[src/rtl/tank_access_sequencer.sv]
// tank_access_sequencer: arbitrates operand/fetch requests and times each tank access to the addressed circulating word
module tank_access_sequencer #(
  parameter int DIGITS    = 18,
  parameter int WORD_BITS = 5,
  parameter int TANK_BITS = 5
) (
  input  logic                           clk_i,
  input  logic                           cls_neg_i,
  input  logic                           dp_i,
  input  logic                           op_req_i,
  input  logic                           op_we_i,
  input  logic [TANK_BITS+WORD_BITS-1:0] op_addr_i,
  output logic                           op_ack_o,
  input  logic                           fe_req_i,
  input  logic [TANK_BITS+WORD_BITS-1:0] fe_addr_i,
  output logic                           fe_ack_o,
  output logic [TANK_BITS-1:0]           tank_sel_o,
  output logic                           mem_read_o,
  output logic                           mem_write_o,
  output logic [WORD_BITS-1:0]           word_pos_o,
  output logic                           busy_o
);
  localparam int DW = (DIGITS > 2) ? $clog2(DIGITS) : 1;
  typedef enum logic [1:0] {IDLE, WAIT, XFER, DONE} state_t;
  state_t               state_q, state_d;
  logic [DW-1:0]        digit_q, digit_d;
  logic [WORD_BITS-1:0] word_q, word_d, tgt_q, tgt_d;
  logic [TANK_BITS-1:0] tank_q, tank_d;
  logic                 we_q, we_d, last_op_q, last_op_d, own_op_q, own_op_d;
  logic                 rd_q, rd_d, wr_q, wr_d, op_ack_q, op_ack_d, fe_ack_q, fe_ack_d, busy_q, busy_d;
  logic                 word_end, grant_op, grant_fe;
  // circulation position: digit counter steps on each strobe, word counter steps at the last digit
  always_comb begin
    word_end = dp_i && digit_q == DW'(DIGITS - 1);
    digit_d  = !dp_i ? digit_q : word_end ? '0 : digit_q + 1'b1;
    word_d   = word_end ? word_q + 1'b1 : word_q;
  end
  // arbitration, word alignment and registered output decode
  always_comb begin
    grant_op  = op_req_i && !(fe_req_i && last_op_q);
    grant_fe  = fe_req_i && !grant_op;
    state_d   = state_q;
    tgt_d     = tgt_q;
    tank_d    = tank_q;
    we_d      = we_q;
    last_op_d = last_op_q;
    own_op_d  = own_op_q;
    case (state_q)
      IDLE: if (grant_op || grant_fe) begin
        state_d         = WAIT;
        own_op_d        = grant_op;
        last_op_d       = grant_op;
        {tank_d, tgt_d} = grant_op ? op_addr_i : fe_addr_i;
        we_d            = grant_op && op_we_i;
      end
      WAIT: if (word_end && word_q + 1'b1 == tgt_q) state_d = XFER;
      XFER: if (word_end) state_d = DONE;
      default: state_d = IDLE;
    endcase
    rd_d     = state_d == XFER && !we_q;
    wr_d     = state_d == XFER && we_q;
    op_ack_d = state_d == DONE && own_op_q;
    fe_ack_d = state_d == DONE && !own_op_q;
    busy_d   = state_d != IDLE;
  end
  // state, position and output registers
  always_ff @(posedge clk_i or negedge cls_neg_i) begin
    if (!cls_neg_i) begin
      state_q   <= IDLE;
      digit_q   <= '0;
      word_q    <= '0;
      tgt_q     <= '0;
      tank_q    <= '0;
      we_q      <= 1'b0;
      last_op_q <= 1'b0;
      own_op_q  <= 1'b0;
      rd_q      <= 1'b0;
      wr_q      <= 1'b0;
      op_ack_q  <= 1'b0;
      fe_ack_q  <= 1'b0;
      busy_q    <= 1'b0;
    end else begin
      state_q   <= state_d;
      digit_q   <= digit_d;
      word_q    <= word_d;
      tgt_q     <= tgt_d;
      tank_q    <= tank_d;
      we_q      <= we_d;
      last_op_q <= last_op_d;
      own_op_q  <= own_op_d;
      rd_q      <= rd_d;
      wr_q      <= wr_d;
      op_ack_q  <= op_ack_d;
      fe_ack_q  <= fe_ack_d;
      busy_q    <= busy_d;
    end
  end
  assign op_ack_o    = op_ack_q;
  assign fe_ack_o    = fe_ack_q;
  assign tank_sel_o  = tank_q;
  assign mem_read_o  = rd_q;
  assign mem_write_o = wr_q;
  assign word_pos_o  = word_q;
  assign busy_o      = busy_q;
endmodule

[config.mk]
export PLATFORM = sky130hd
export DESIGN_NAME = tank_access_sequencer
export DESIGN_NICKNAME = d
export VERILOG_FILES = /design/src/rtl/tank_access_sequencer.sv
export SDC_FILE = /design/constraint.sdc
export NUM_CORES = 1
export LEC_CHECK = 0
export ABC_AREA = 1
export CORE_ASPECT_RATIO = 1.1
export CORE_MARGIN = 4
export CORE_UTILIZATION = 51
export CTS_CLUSTER_SIZE = 24
export DETAILED_ROUTE_END_ITERATION = 7
export PLACE_DENSITY_LB_ADDON = 0.2
export SLEW_MARGIN = 5
export SYNTH_ARGS = -nofsm -noshare
export SYNTH_HDL_FRONTEND = slang
export SYNTH_SLANG_ARGS = --single-unit
export TNS_END_PERCENT = 5
[constraint.sdc]
create_clock -name clk_i -period 2.3 [get_ports clk_i]
set_input_delay 0.46 -clock clk_i [delete_from_list [all_inputs] [get_ports clk_i]]
set_output_delay 0.46 -clock clk_i [all_outputs]
set_load 0.02 [all_outputs]
==> results list <==
* Cells after DPL: ~260
* CTS H-Tree Depth: 2
* Cells along the critical path: clkdlybuf4s50_1
* Dominant combinational cell family by area after synthesis: simple AND/OR/NAND/NOR gates
* Post-synthesis share of cell area spent on and, or, nand and nor gates: between 20% and 30%
- The cell sitting at the root of the clock tree is a sky130_fd_sc_hd__clkbuf_4.
- Flop2flop setup slack: between 0.5 and 0.6 ns
- The die is around 60 µm wide.
- First-pass GRT wire length: 5700 µm
* Layout Nets: 258
- Antenna violations before repair: 0
- Leading cell types in the layout, fill and taps excluded: 40 x sky130_fd_sc_hd__clkdlybuf4s50_1, 35 x sky130_fd_sc_hd__nand2_1, 29 x sky130_fd_sc_hd__dfrtp_1, 24 x sky130_fd_sc_hd__inv_1, 23 x sky130_fd_sc_hd__nor2_1
- In the global route stage, overall resource usage came out at between 10% and 20%.
* Result of the run: completed
- The die covers just under 4000 µm².
* DRC errors left: 0
- In this run the number of cells on the critical path is 1.
* Signed area change from the synthesized netlist to the final layout: 32.6%
* Worst skew pair latency: between 0.3 and 0.4 ns
- The cell count after synthesis came out at between 150 and 200.
- Share of synthesized cell area in full adder, half adder and majority cells: about 2.5%
- The number of clock buffers added by TritonCTS is 5.
- Timing analysis after detailed placement gives a worst setup slack of around 0.25 ns.
* Critical path's largest stage delay: 0.66 ns
- Yosys mapped a number of flops with a built-in enable equal to 0.
- Sequential cell area fraction in the yosys report: 48.8%
- Input/output buffers: 40
- The max-slew violation count came to 0.
- Count of filler cells inserted in the layout: ~230
* Power density over the cells: between 1000 and 1500 nW/µm²
- Leaving out fill and tap cells, the most frequent cell in the layout is sky130_fd_sc_hd__clkdlybuf4s50_1.
- Highest routing layer actually used: met4
* Average footprint of a synthesized cell: between 8 and 9 µm²
- Layout cells sized above 1: 10.0%
* Library cell occupying the most area in the post-synthesis netlist: sky130_fd_sc_hd__dfrtp_1
- After synthesis, the netlist uses 27 different library cells.
* Average detailed-routed wire length per instance: 12.5 µm
- The worst setup path is captured at an output pin.
- Among cell families on the critical path, the largest total delay comes from buffers and inverters.
* Arr. time, crit path: roughly 1.5 ns
* Core Region: between 2000 and 3000 µm²
- From bottom edge to top edge, the die measures 64.6 µm.
* Met2 WL: 1730 µm
- Sum of routed wire segments on met1: about 1300 µm
* I/O pin count: between 40 and 50
- The congestion estimate from routability-driven global placement came to roughly 0.8.
- For this run, the detailed router's first-pass iteration total came to 4.
- The detail route stage leaves a number of antenna-violating nets equal to 0.
* Critical path startpoint category: flop
- Across the routed clock network, the largest skew measured is approximately 0.012 ns.
- For this run, the number of Yosys warnings is 0.
- At the pin with the least slew margin, the transition time is 0.468 ns.
- In this run the critical register-to-register path is launched from word_pos_o[0]$_DFFE_PN0P_.
* Compound-gate portion of the synthesized area: roughly 11%
* Clock-pin slew on the worst setup and hold paths: 0.09 ns
- Setup violators final: 0
- The wire-length estimate of the detail-placed layout is around 2600 µm.
- When the netlist entered floorplanning its net count stood at approximately 210.
* Hold bufs inserted after CTS: 0
* Maxcap violations: 0
- Static power due to leakage: 0.927 nW
- Beginning of the critical path: word_pos_o[2]$_DFFE_PN0P_
* CTS sink count: 29
- Counting flops with an async set or reset pin after synthesis yields a share of 100%.
- VDD sags by at most a little over 0.7 mV.
- In this run, the number of DRC markers left after iteration 0 of detailed routing was 32.
- DR WL met3: about 230 µm
* Max Clk Rate: approximately 510 MHz
- The final layout contains routed wiring with a total length of 3280 µm.
* Ratio of routed vias to standard cells: around 5.1
* Number of cells upsized or downsized after cts: 0
* Register bit count reported by yosys: 29
* CTS tree: yes
* Top fanout value on the critical path: 9
- The most critical setup path has its endpoint at word_pos_o[2].
- Final critical-path setup slack: ~0.35 ns
- The portion of synthesized area spent on multiplexers is 0%.
* Via count of the routed design: between 1k and 1.5k
- On the final layout, the worst hold slack is between 0.4 and 0.5 ns.
- Row count: 20
* Total power after layout: between 2 and 2.5 mW
- The synthesized design devotes to its leading area cell type between 40% and 50% of total area.
- Measured in cells, the most critical reg-to-reg path has a length of 11.
- Synth Area in XOR/XNOR: about 1.8%
* Worst setup path class: flop to output pin
- After layout, the minimum clock period comes to roughly 2 ns.
* Final Non-Filler Cells: ~260
- Starting density of the core: a little over half
- Critical register-to-register path endpoint: busy_o$_DFF_PN0_
* Required @ worst endpoint: around 1.8 ns
- Headroom to the max-slew limit came out at between 60% and 70%.
- Number of buffers inserted to repair setup after CTS: 0
* Final global-route overflow total: 0
- Area of the mapped netlist: between 1000 and 1500 µm²
- Number of global-route vias before repair: approximately 1.4k
- On the critical path, the stage with the largest delay is an instance of sky130_fd_sc_hd__clkdlybuf4s50_1.
- Pin count of the biggest net entering global routing: 30
- For this run, the leading register cell type out of synthesis is sky130_fd_sc_hd__dfrtp_1.
- Worst min path class: flop to flop
* Number of buffers on the longest clock path: 2
- Setup repair after global routing missed its margin: no
- Diode count: 0
* Post-route setup TNS: 0 ns
* Post-route clock period utilization: a little over four fifths
- Crit path buf inv count: 1
- Largest cells by area after synthesis: sky130_fd_sc_hd__dfrtp_1 49%, sky130_fd_sc_hd__nand2_1 8.8%, sky130_fd_sc_hd__o21ai_0 6.7%
- Final Hold Vio Count: 0
final cells by class:
class | count | area (µm²) | share of cell area [%]
flip-flops and latches | 29 | 726 | 36.8
multi-input cells | 121 | 619 | 31.4
repair buffers | 43 | 423 | 21.5
inverters | 29 | 110 | 5.59
clock buffers | 6 | 41.3 | 2.10
well taps | 33 | 41.3 | 2.10
clock inverters | 2 | 10.0 | 0.508
kinds of logic after synthesis:
kind of cell / Yosys count
AO/OA/AOI/OAI: 31
AND/OR/NAND/NOR: 84
flip-flops: 29
adder cells (fa/ha/maj): 3
XOR/XNOR: 3
buffers and inverters: 34
cells in the mapped netlist (2+ instances only):
library cell               instances
sky130_fd_sc_hd__a21oi_1           2
sky130_fd_sc_hd__clkbuf_1          2
sky130_fd_sc_hd__dfrtp_1          29
sky130_fd_sc_hd__ha_1              3
sky130_fd_sc_hd__inv_1            24
sky130_fd_sc_hd__inv_2             4
sky130_fd_sc_hd__nand2_1          35
sky130_fd_sc_hd__nand2_2           2
sky130_fd_sc_hd__nand3_1          12
sky130_fd_sc_hd__nand4_1           4
sky130_fd_sc_hd__nor2_1           23
sky130_fd_sc_hd__nor2_4            2
sky130_fd_sc_hd__nor3_1            3
sky130_fd_sc_hd__o21ai_0          20
sky130_fd_sc_hd__o21ai_1           2
sky130_fd_sc_hd__o22ai_1           5
sky130_fd_sc_hd__xor2_1            2
worst min path at each step:
| stage | startpoint | end | depth (start not counted) |
|---|---|---|---|
| global placement | we_q$_DFFE_PN0P_ | mem_read_o$_DFF_PN0_ | 1 |
| global route | we_q$_DFFE_PN0P_ | mem_read_o$_DFF_PN0_ | 1 |
| finish | we_q$_DFFE_PN0P_ | mem_read_o$_DFF_PN0_ | 1 |
| CTS | we_q$_DFFE_PN0P_ | mem_read_o$_DFF_PN0_ | 1 |
| floorplan | cls_neg_i | busy_o$_DFF_PN0_ | 0 |
| detailed placement | we_q$_DFFE_PN0P_ | mem_read_o$_DFF_PN0_ | 1 |
metrics by stage:
stage / instance area, µm² / util (%)
after floorplan: 1490 / -
after global placement: 1920 / 69.1
after detailed placement: 1920 / 69.1
after CTS: 1970 / 70.9
after global routing: 1970 / 70.9
final: 1970 / 70.9
routing by layer:
layer / vias up / track usage [%]
li1: 675 / -
met1: 630 / 19.7
met2: 38 / 34.6
met3: 5 / 7.17
met4: 0 / 9.63
met5: - / 0
report_power, final:
group	switching [mW]	leakage [nW]	internal, mW
Clock	0.180	0.0320	0.116
Sequential	0.177	0.351	0.708
Combinational	0.582	0.544	0.440
registers in the layout, indices dropped and copies added, names as in the netlist:
register,flops
digit_q,5
tank_sel_o,5
tgt_q,5
word_pos_o,5
state_q,2
busy_o,1
fe_ack_o,1
mem_read_o,1
mem_write_o,1
op_ack_o,1
own_op_q,1
we_q,1
Note: power is estimated with default switching activity, not from simulation.
